## src/rtl/reg32_ad_new.sv

```systemverilog
// reg32_ad_new: 16 x 32-bit register file with one synchronous write port and one registered read port.
module reg32_ad_new #(
    parameter int DATA_W = 32,
    parameter int ADDR_W = 4
) (
    input  logic              clk,
    input  logic              reset_n,
    input  logic              write_en,
    input  logic [ADDR_W-1:0] write_line,
    input  logic [DATA_W-1:0] data_in,
    input  logic              read_en,
    input  logic [ADDR_W-1:0] read_line,
    output logic [DATA_W-1:0] data_out
);
    localparam int DEPTH = 2 ** ADDR_W;
    logic [DATA_W-1:0] mem [DEPTH];
    // Non-blocking update gives read-before-write on a same-line collision.
    always_ff @(posedge clk or negedge reset_n) begin
        if (!reset_n) begin
            for (int i = 0; i < DEPTH; i++) mem[i] <= '0;
            data_out <= '0;
        end else begin
            if (write_en) mem[write_line] <= data_in;
            if (read_en) data_out <= mem[read_line];
        end
    end
endmodule

```

## config.mk

```make
export PLATFORM = sky130hd
export DESIGN_NAME = reg32_ad_new
export DESIGN_NICKNAME = d
export VERILOG_FILES = /design/src/rtl/reg32_ad_new.sv
export SDC_FILE = /design/constraint.sdc
export NUM_CORES = 1
export LEC_CHECK = 0
export CAP_MARGIN = 20
export CORE_ASPECT_RATIO = 1.25
export CORE_MARGIN = 2
export CORE_UTILIZATION = 25
export CTS_BUF_LIST = sky130_fd_sc_hd__clkbuf_4
export CTS_CLUSTER_SIZE = 20
export DETAILED_ROUTE_END_ITERATION = 10
export RECOVER_POWER = 100
export SLEW_MARGIN = 0
export SYNTH_ARGS = -nofsm -noshare
export SYNTH_HDL_FRONTEND = slang
export SYNTH_SLANG_ARGS = --single-unit
```

## constraint.sdc

```tcl
create_clock -name clk -period 1.8 [get_ports clk]
set_input_delay 0.36 -clock clk [delete_from_list [all_inputs] [get_ports clk]]
set_output_delay 0.36 -clock clk [all_outputs]
set_load 0.1 [all_outputs]
```

Word-level counts from Yosys, hierarchy flattened
Index checks and enable logic that the tools add are counted.
Widths: inputs -> output; s select.
- flip-flop bits (word level): 544
- input bits: 44
- output and inout bits: 32
- logic and storage cells: 29
- order comparisons: 3
- multiplexer cells: 6
- bitwise logic cells: 2
- reductions and logical operators: 1
- operator list (cell ; number):
    $bwmux 512 ; 1
    $bmux 32 s4 ; 1
    $demux 32 s4 ; 1
    $mux 32 ; 3
    $ge 5x5->1 const B ; 2
    $not 4->5 ; 2
    $lt 5x1->1 const B ; 1
    $logic_and 1x1->1 ; 1

Logic depth before layout (Yosys ltp)
Gate-level depths: netlist of run 1.
- depth in word-level cells: 6
- depth in mapped cells: 6
- gate-level depth less buffers: 3

Worst setup path after synthesis of run 1
No wires, ideal clock.
- path kind: input -> register
- start: input port read_line[1]
- end: register data_out[21]
- arrival time: 1624 ps
- slack: 30 ps
- cell stages on the path: 6
- buffers on the path: 3
- path through: buf_2 -> buf_4 -> buf_4 -> mux4_2 -> o22ai_1 -> a221oi_1
- cells in the longest elaborated chain, start to end: 4
- ends and longest elaborated chain (element ; RTL line ; RTL):
    start: declaration ; 12 ; input logic [ADDR_W-1:0] read_line,
    $not 4->5 (not written as such) ; 24 ; if (read_en) data_out <= mem[read_line];
    $bmux 32 s4 ; 24 ;
    $mux 32 (not written as such) (2 in a row) ; 24 ;
    end signal: assignment ; 24 ;
    end: declaration ; 13 ; output logic [DATA_W-1:0] data_out
Every way passes these cells. The select of a mux whose other input is x is not followed.
A chain may end at the register's enable or synchronous reset.

Worst setup path in the final report of run 1
- start: input port write_line[0]
- end: register mem[60] (netlist bit)
- cells in the longest elaborated chain, start to end: 6
- elaborated cells on any way between the ends: 7
- those cells by class: order compare (2); mux (3); bitwise (1); reduce/logical (1)
- ends and longest elaborated chain (element ; RTL line ; RTL):
    start: declaration ; 9 ; input logic [ADDR_W-1:0] write_line,
    $not 4->5 (not written as such) * ; 23 ; if (write_en) mem[write_line] <= data_in;
    $ge 5x5->1 (not written as such) or $lt 5x1->1 (tied branches) ; 23 ;
    $logic_and 1x1->1 (not written as such) ; 23 ;
    $mux 32 (not written as such) ; 23 ;
    $demux 32 s4 * ; 23 ;
    $bwmux 512 * ; 23 ;
    end signal: indexed assignment ; 23 ;
    end: declaration ; 16 ; logic [DATA_W-1:0] mem [DEPTH];
Every way passes the cells marked *; elsewhere a longest branch is shown, timed or not.

==> impl_metrics.yaml, run 1 <==
status:
  status: "finished, violations left"
  violations: "negative setup slack"
drt:
  avgViaCountPerCell: 4.577
  drc: 0
  routed_wl_um: 61910
  vias: 14050
  wl_per_cell_um: 20.17
  dr.first_iter.drc_count: 700
  ant_nets: 0
  detail_route.first_pass.iterations: 5
die:
  start_util: 0.2527
  io_pins: 76
  core_sq_um: 94750
  dieArea_sq_um: 98270
  num_rows: 126
  dieHeight_um: 350.0
  die_x_um: 280.8
global_route:
  grt_pass1_wl_um: 97430
  antenna_found_initial: 9
  grt_max_degree: 79
  grt_overflow: 0
  grt_pass1_vias: 16320
  grt_use_total: 0.1297
cts:
  cts_root_buffer: "clkbuf_4"
  htree_levels: 4
  insertion_delay_ns: 0.86
  cts_buffers: 135
  clock-sinks: 544
  clockBufferDepth: 3
  clk_pin_slew_worst_paths_ns: 0.06
  cts_tree: "yes"
setup_path:
  path_class: "in -> reg"
  critPathRequiredTime_ns: 2.52
  worstSetupStartpoint: "write_line[0]"
  cp.arrival_ns: 2.66
  critical_path.endpoint: "mem[60]"
  r2r_slack_ns: 0.37
  cp_max_fo: 16
  start_kind: "input port"
  regToRegStartpoint: "mem[55]"
  reg2reg_depth: 3
  endpoint_kind: "flop"
  r2r-end: "data_out[23]"
timing:
  skew_ns: 0.04607
  period_needed_ns: 1.939
  maxSlewHeadroom: 0.08089
  finalWorstSetupSlack_ns: -0.1391
  period_share: 1.077
  hold_violations: 0
  setup_violations: 100
  tightest_slew_ns: 1.379
  max_freq_mhz: 515.7
  maxSlewViolCount: 0
  hold-worst-slack_ns: 0.1337
  rsz0062_at_grt: "true"
logic_synthesis:
  ys_warn_count: 0
  synth_top_family_by_area: "multiplexers"
  ys_seq_area_frac: 0.5686
  yosys.area_share.simple: 0.01150
  muxShareOfSynthArea: 0.3746
  synth-compound-area-share: 0.02007
  synthesis.area_sq_um: 23940
  syn_avg_cell_area_sq_um: 16.24
  syn_inst: 1474
  synthAdderAreaFrac: 0
  ys_ff_latch: 544
  syn_nets: 1518
  synthXorXnorAreaFrac: 0
  synth.distinct_cells: 22
placed_design:
  placed_cells: 2826
  io_buffers: 75
  dp_worst_setup_slack_ns: -0.6487
  dpl.hpwl_um: 40210
  place.gp.congestion: 0.7479
power:
  total_power_w: 0.03438
  ir_drop_uv: 428.9
  power_density_nw_per_um2: 1183
  p_leak_nw: 12.20
layout:
  final_cells: 3069
  layout_common_cells: "531 x dfrtp_1, 505 x mux2_2, 204 x clkbuf_4, 128 x mux4_2, 59 x buf_12"
  area_growth_pct: 21.38
  layout_commonest_cell: "dfrtp_1"
  finalNetCount: 1747
  drive_gt1_frac: 0.5701
  fillCellCount: 9367
worst_hold_path:
  hold_class: "in -> reg"
  whs_path_depth: 4
job:
  drv_cap: 0
critical path, cell delays in order:
cell and delay [ns]:
dlygate4sd3_1 0.58, nand2b_1 0.20, clkbuf_1 0.13, nor2_1 0.49, clkbuf_4 0.51, mux2_2 0.38
registers in the layout (all words and copies together) (netlist names):
name	flops
data_out	32
mem	512
logic make-up (layout without fill, tap and decap cells):
| group | after synthesis | after routing |
|---|---|---|
| multiplexers | 672 | 672 |
| flip-flops | 544 | 544 |
| buffers and inverters | 134 | 444 |
| AO/OA/AOI/OAI | 64 | 64 |
| AND/OR/NAND/NOR | 60 | 60 |
| other | 0 | 5 |
how the worst min path moves through the flow:
| stage | end | startpoint | slack [ns] |
|---|---|---|---|
| floorplan | data_out[0] | reset_n | 0.06 |
| global placement | mem[179] | reset_n | 0.26 |
| detailed placement | mem[243] | reset_n | 0.27 |
| CTS | data_out[10] | read_line[1] | 0.04 |
| global route | data_out[10] | read_line[1] | 0.09 |
| finish | data_out[10] | read_line[1] | 0.13 |
repair_timing:
item / CTS / global route
endpoints found under the setup margin: 32 / 32
endpoints found under the hold margin: 567 / 0
hold buffers: 4 / 0
resized for setup: 12 / 1
setup buffers: 11 / 5
area by class of cell:
type,count,area [sq um],share of cell area
sequential,544,13630,0.4690
multi-input combinational,796,9741,0.3352
timing repair buffer,226,2412,0.08302
tap,1280,1602,0.05512
clock buffer,184,1381,0.04754
clock inverter,34,280.3,0.009645
antenna,5,12.51,0.0004306
per-layer routing:
metal | wire (um) | vias to the layer above | track usage
met5 | 64 | - | 0
met2 | 30700 | 307 | 0.2160
met3 | 2878 | 115 | 0.03031
met1 | 26880 | 7552 | 0.1644
met4 | 1395 | 10 | 0.04638
li1 | - | 6064 | -
where the power goes:
group          switching (W)  leakage (nW)  internal (W)  total (W)
clock network        0.00490         0.980       0.00542     0.0103
registers            0.00153          6.64        0.0151     0.0166
logic                0.00320          4.59       0.00428    0.00748
total                0.00962          12.2        0.0248     0.0344
Yosys cell counts, drive strengths merged:
cell    count  area, sq um
and2        1        6.260
mux2      512         5766
nor3        6        30.03
mux4      128         2883
or3         2        12.51
or4         1        7.510
dfrtp     544        13610
nand2       2        7.510
nand2b      4        25.02
buf        75        381.6
mux2i      32        320.3
nor4        1        12.51
nand3       2        10.01
or2         1        6.260
nor2       38        142.6
clkbuf     59        221.5
nand3b      2        15.01
o22ai      32        200.2
a221oi     32        280.3
metrics by stage:
| step | util | setup TNS [ns] | instance area, sq um |
|---|---|---|---|
| 3_3_place_gp | 0.2946 | -197.11 | 27910 |
| 5_1_grt | 0.3066 | -10.16 | 29050 |
| 4_1_cts | 0.3136 | -4.170 | 29710 |
| 2_1_floorplan | - | 0 | 23940 |
| 3_5_place_dp | 0.2946 | -216.74 | 27910 |
| 6_report | 0.3067 | -5.961 | 29060 |
(Power assumes the default switching activity.)
==> inputs of run 2 (changes only) <==
- CORE_ASPECT_RATIO: 1.25 -> 0.5
- clock period: 1.8 -> 1.6 ns (I/O delays scaled with it)
==> impl_metrics.yaml, run 2 (synthesis results as in run 1) <==
placed_design:
  io_buffers: 75
  dpl.hpwl_um: 35310
  placed_cells: 2824
  place.gp.congestion: 0.7347
setup_path:
  critPathMaxStageDelay_ns: 0.46
  regToRegStartpoint: "mem[45]"
  worstSetupPathDepth: 1
  path_class: "reg -> out"
  path_cells: "buf_12"
  crit_buf_inv: 1
  start_kind: "flop"
  r2r-end: "data_out[13]"
  cp_slowest_cell: "dfrtp_2"
  cp_max_fo: 2
  r2r_slack_ns: 0.18
  cp.arrival_ns: 1.60
  endpoint_kind: "output port"
  critical_path.endpoint: "data_out[0]"
  worstSetupStartpoint: "data_out[0]"
  crit_family: "flip-flops"
  critPathRequiredTime_ns: 1.28
  reg2reg_depth: 4
power:
  total_power_w: 0.03843
  power_density_nw_per_um2: 1318
  p_leak_nw: 12.34
  ir_drop_uv: 414.0
status:
  violations: "negative setup slack"
  status: "finished, violations left"
drt:
  ant_nets: 0
  vias: 13860
  routed_wl_um: 57080
  detail_route.first_pass.iterations: 4
  avgViaCountPerCell: 4.499
  wl_per_cell_um: 18.53
  dr.first_iter.drc_count: 598
  drc: 0
cts:
  clockBufferDepth: 3
  insertion_delay_ns: 0.95
  cts_tree: "yes"
  cts_root_buffer: "clkbuf_4"
  cts_buffers: 142
  htree_levels: 4
  clk_pin_slew_worst_paths_ns: 0.07
  clock-sinks: 544
layout:
  final_cells: 3080
  finalNetCount: 1769
  largest_register: "mem"
  fillCellCount: 9432
  layout_common_cells: "537 x dfrtp_1, 505 x mux2_2, 227 x clkbuf_4, 128 x mux4_2, 89 x buf_4"
  fin_util: 0.3067
  largest_reg_flops: 512
  drive_gt1_frac: 0.5791
  area_growth_pct: 21.83
  top_regs: "mem x512, data_out x32"
  layout_commonest_cell: "dfrtp_1"
global_route:
  grt_pass1_wl_um: 90390
  grt_overflow: 0
  grt_use_total: 0.1188
  antenna_found_initial: 1
  grt_pass1_vias: 15440
  grt_max_degree: 90
timing:
  setup_violations: 386
  hold_violations: 0
  hold-worst-slack_ns: 0.1647
  maxSlewViolCount: 0
  finalWorstSetupSlack_ns: -0.3205
  period_share: 1.200
  max_freq_mhz: 520.7
  fin_tns_setup_ns: -32.18
  rsz0062_at_grt: "true"
  maxSlewHeadroom: 0.4535
  tightest_slew_ns: 0.8197
  skew_ns: 0.03454
  period_needed_ns: 1.920
die:
  dieArea_sq_um: 98400
  num_rows: 80
  die_x_um: 441.6
  dieHeight_um: 222.8
  core_sq_um: 95090
  io_pins: 76
  start_util: 0.2518
worst_hold_path:
  hold_class: "in -> reg"
job:
  drv_cap: 0
## run 2: cell types whose count changed in the layout (fill, tap and decap cells not counted), sizes merged
cell           before  now
dlygate4sd3         5   10
diode               5    1
buf               119  148
dlymetal6s4s        0    1
clkinv             24   15
clkinvlp            2    1
clkbuf            249  254
bufinv              5    1
clkdlybuf4s50      37   35
## run 2: how the worst min path moves through the flow
stage                       from            to  slack, ns  cells past startpoint
finish              read_line[2]  data_out[20]       0.16                      4
global route          data_in[4]      mem[196]       0.18                      3
CTS                 read_line[2]  data_out[20]       0.05                      4
detailed placement       reset_n       mem[63]       0.31                      2
global placement         reset_n       mem[63]       0.31                      2
floorplan                reset_n   data_out[0]       0.02                      0
## run 2: stage by stage
stage | instance area [sq um] | setup slack (ns)
5_1_grt | 29170 | -0.3909
6_report | 29170 | -0.3205
2_1_floorplan | 24000 | -0.04936
3_5_place_dp | 27770 | -0.6905
3_3_place_gp | 27770 | -0.6744
4_1_cts | 29610 | -0.4585
## run 2: report_power, final
group          leakage [nW]  switching [W]  internal (W)
clock network          1.01        0.00547       0.00600
logic                  4.69        0.00352       0.00487
registers              6.64        0.00162        0.0169
total                  12.3         0.0106        0.0278
## run 2: layout make-up
cell class                 count  area [sq um]  share of cell area
clock buffer                 207          1554             0.05328
clock inverter                20         106.4            0.003647
antenna                        1         2.502          0.00008580
sequential                   544         13620              0.4671
multi-input combinational    796          9748              0.3342
tap                         1271          1590             0.05453
timing repair buffer         241          2542             0.08717
## run 2: what timing repair did
| action | CTS | global route |
|---|---|---|
| cloned | 0 | 0 |
| gates resized for setup | 5 | 2 |
| endpoints found under the setup margin | 32 | 32 |
| hold endpoints to repair | 578 | 0 |
| setup buffers | 14 | 7 |
| hold buffers | 7 | 0 |
## run 2: routing by layer
layer	share of wire	GRT usage
met1	0.43	0.1444
met2	0.51	0.2053
met3	0.030	0.02045
met4	0.027	0.05676
met5	0	0
==> inputs of run 3 (changes only) <==
- SLEW_MARGIN: 0 -> default
==> results of run 3 <==
Final layout, timing and power as in run 2 (identical DEF).
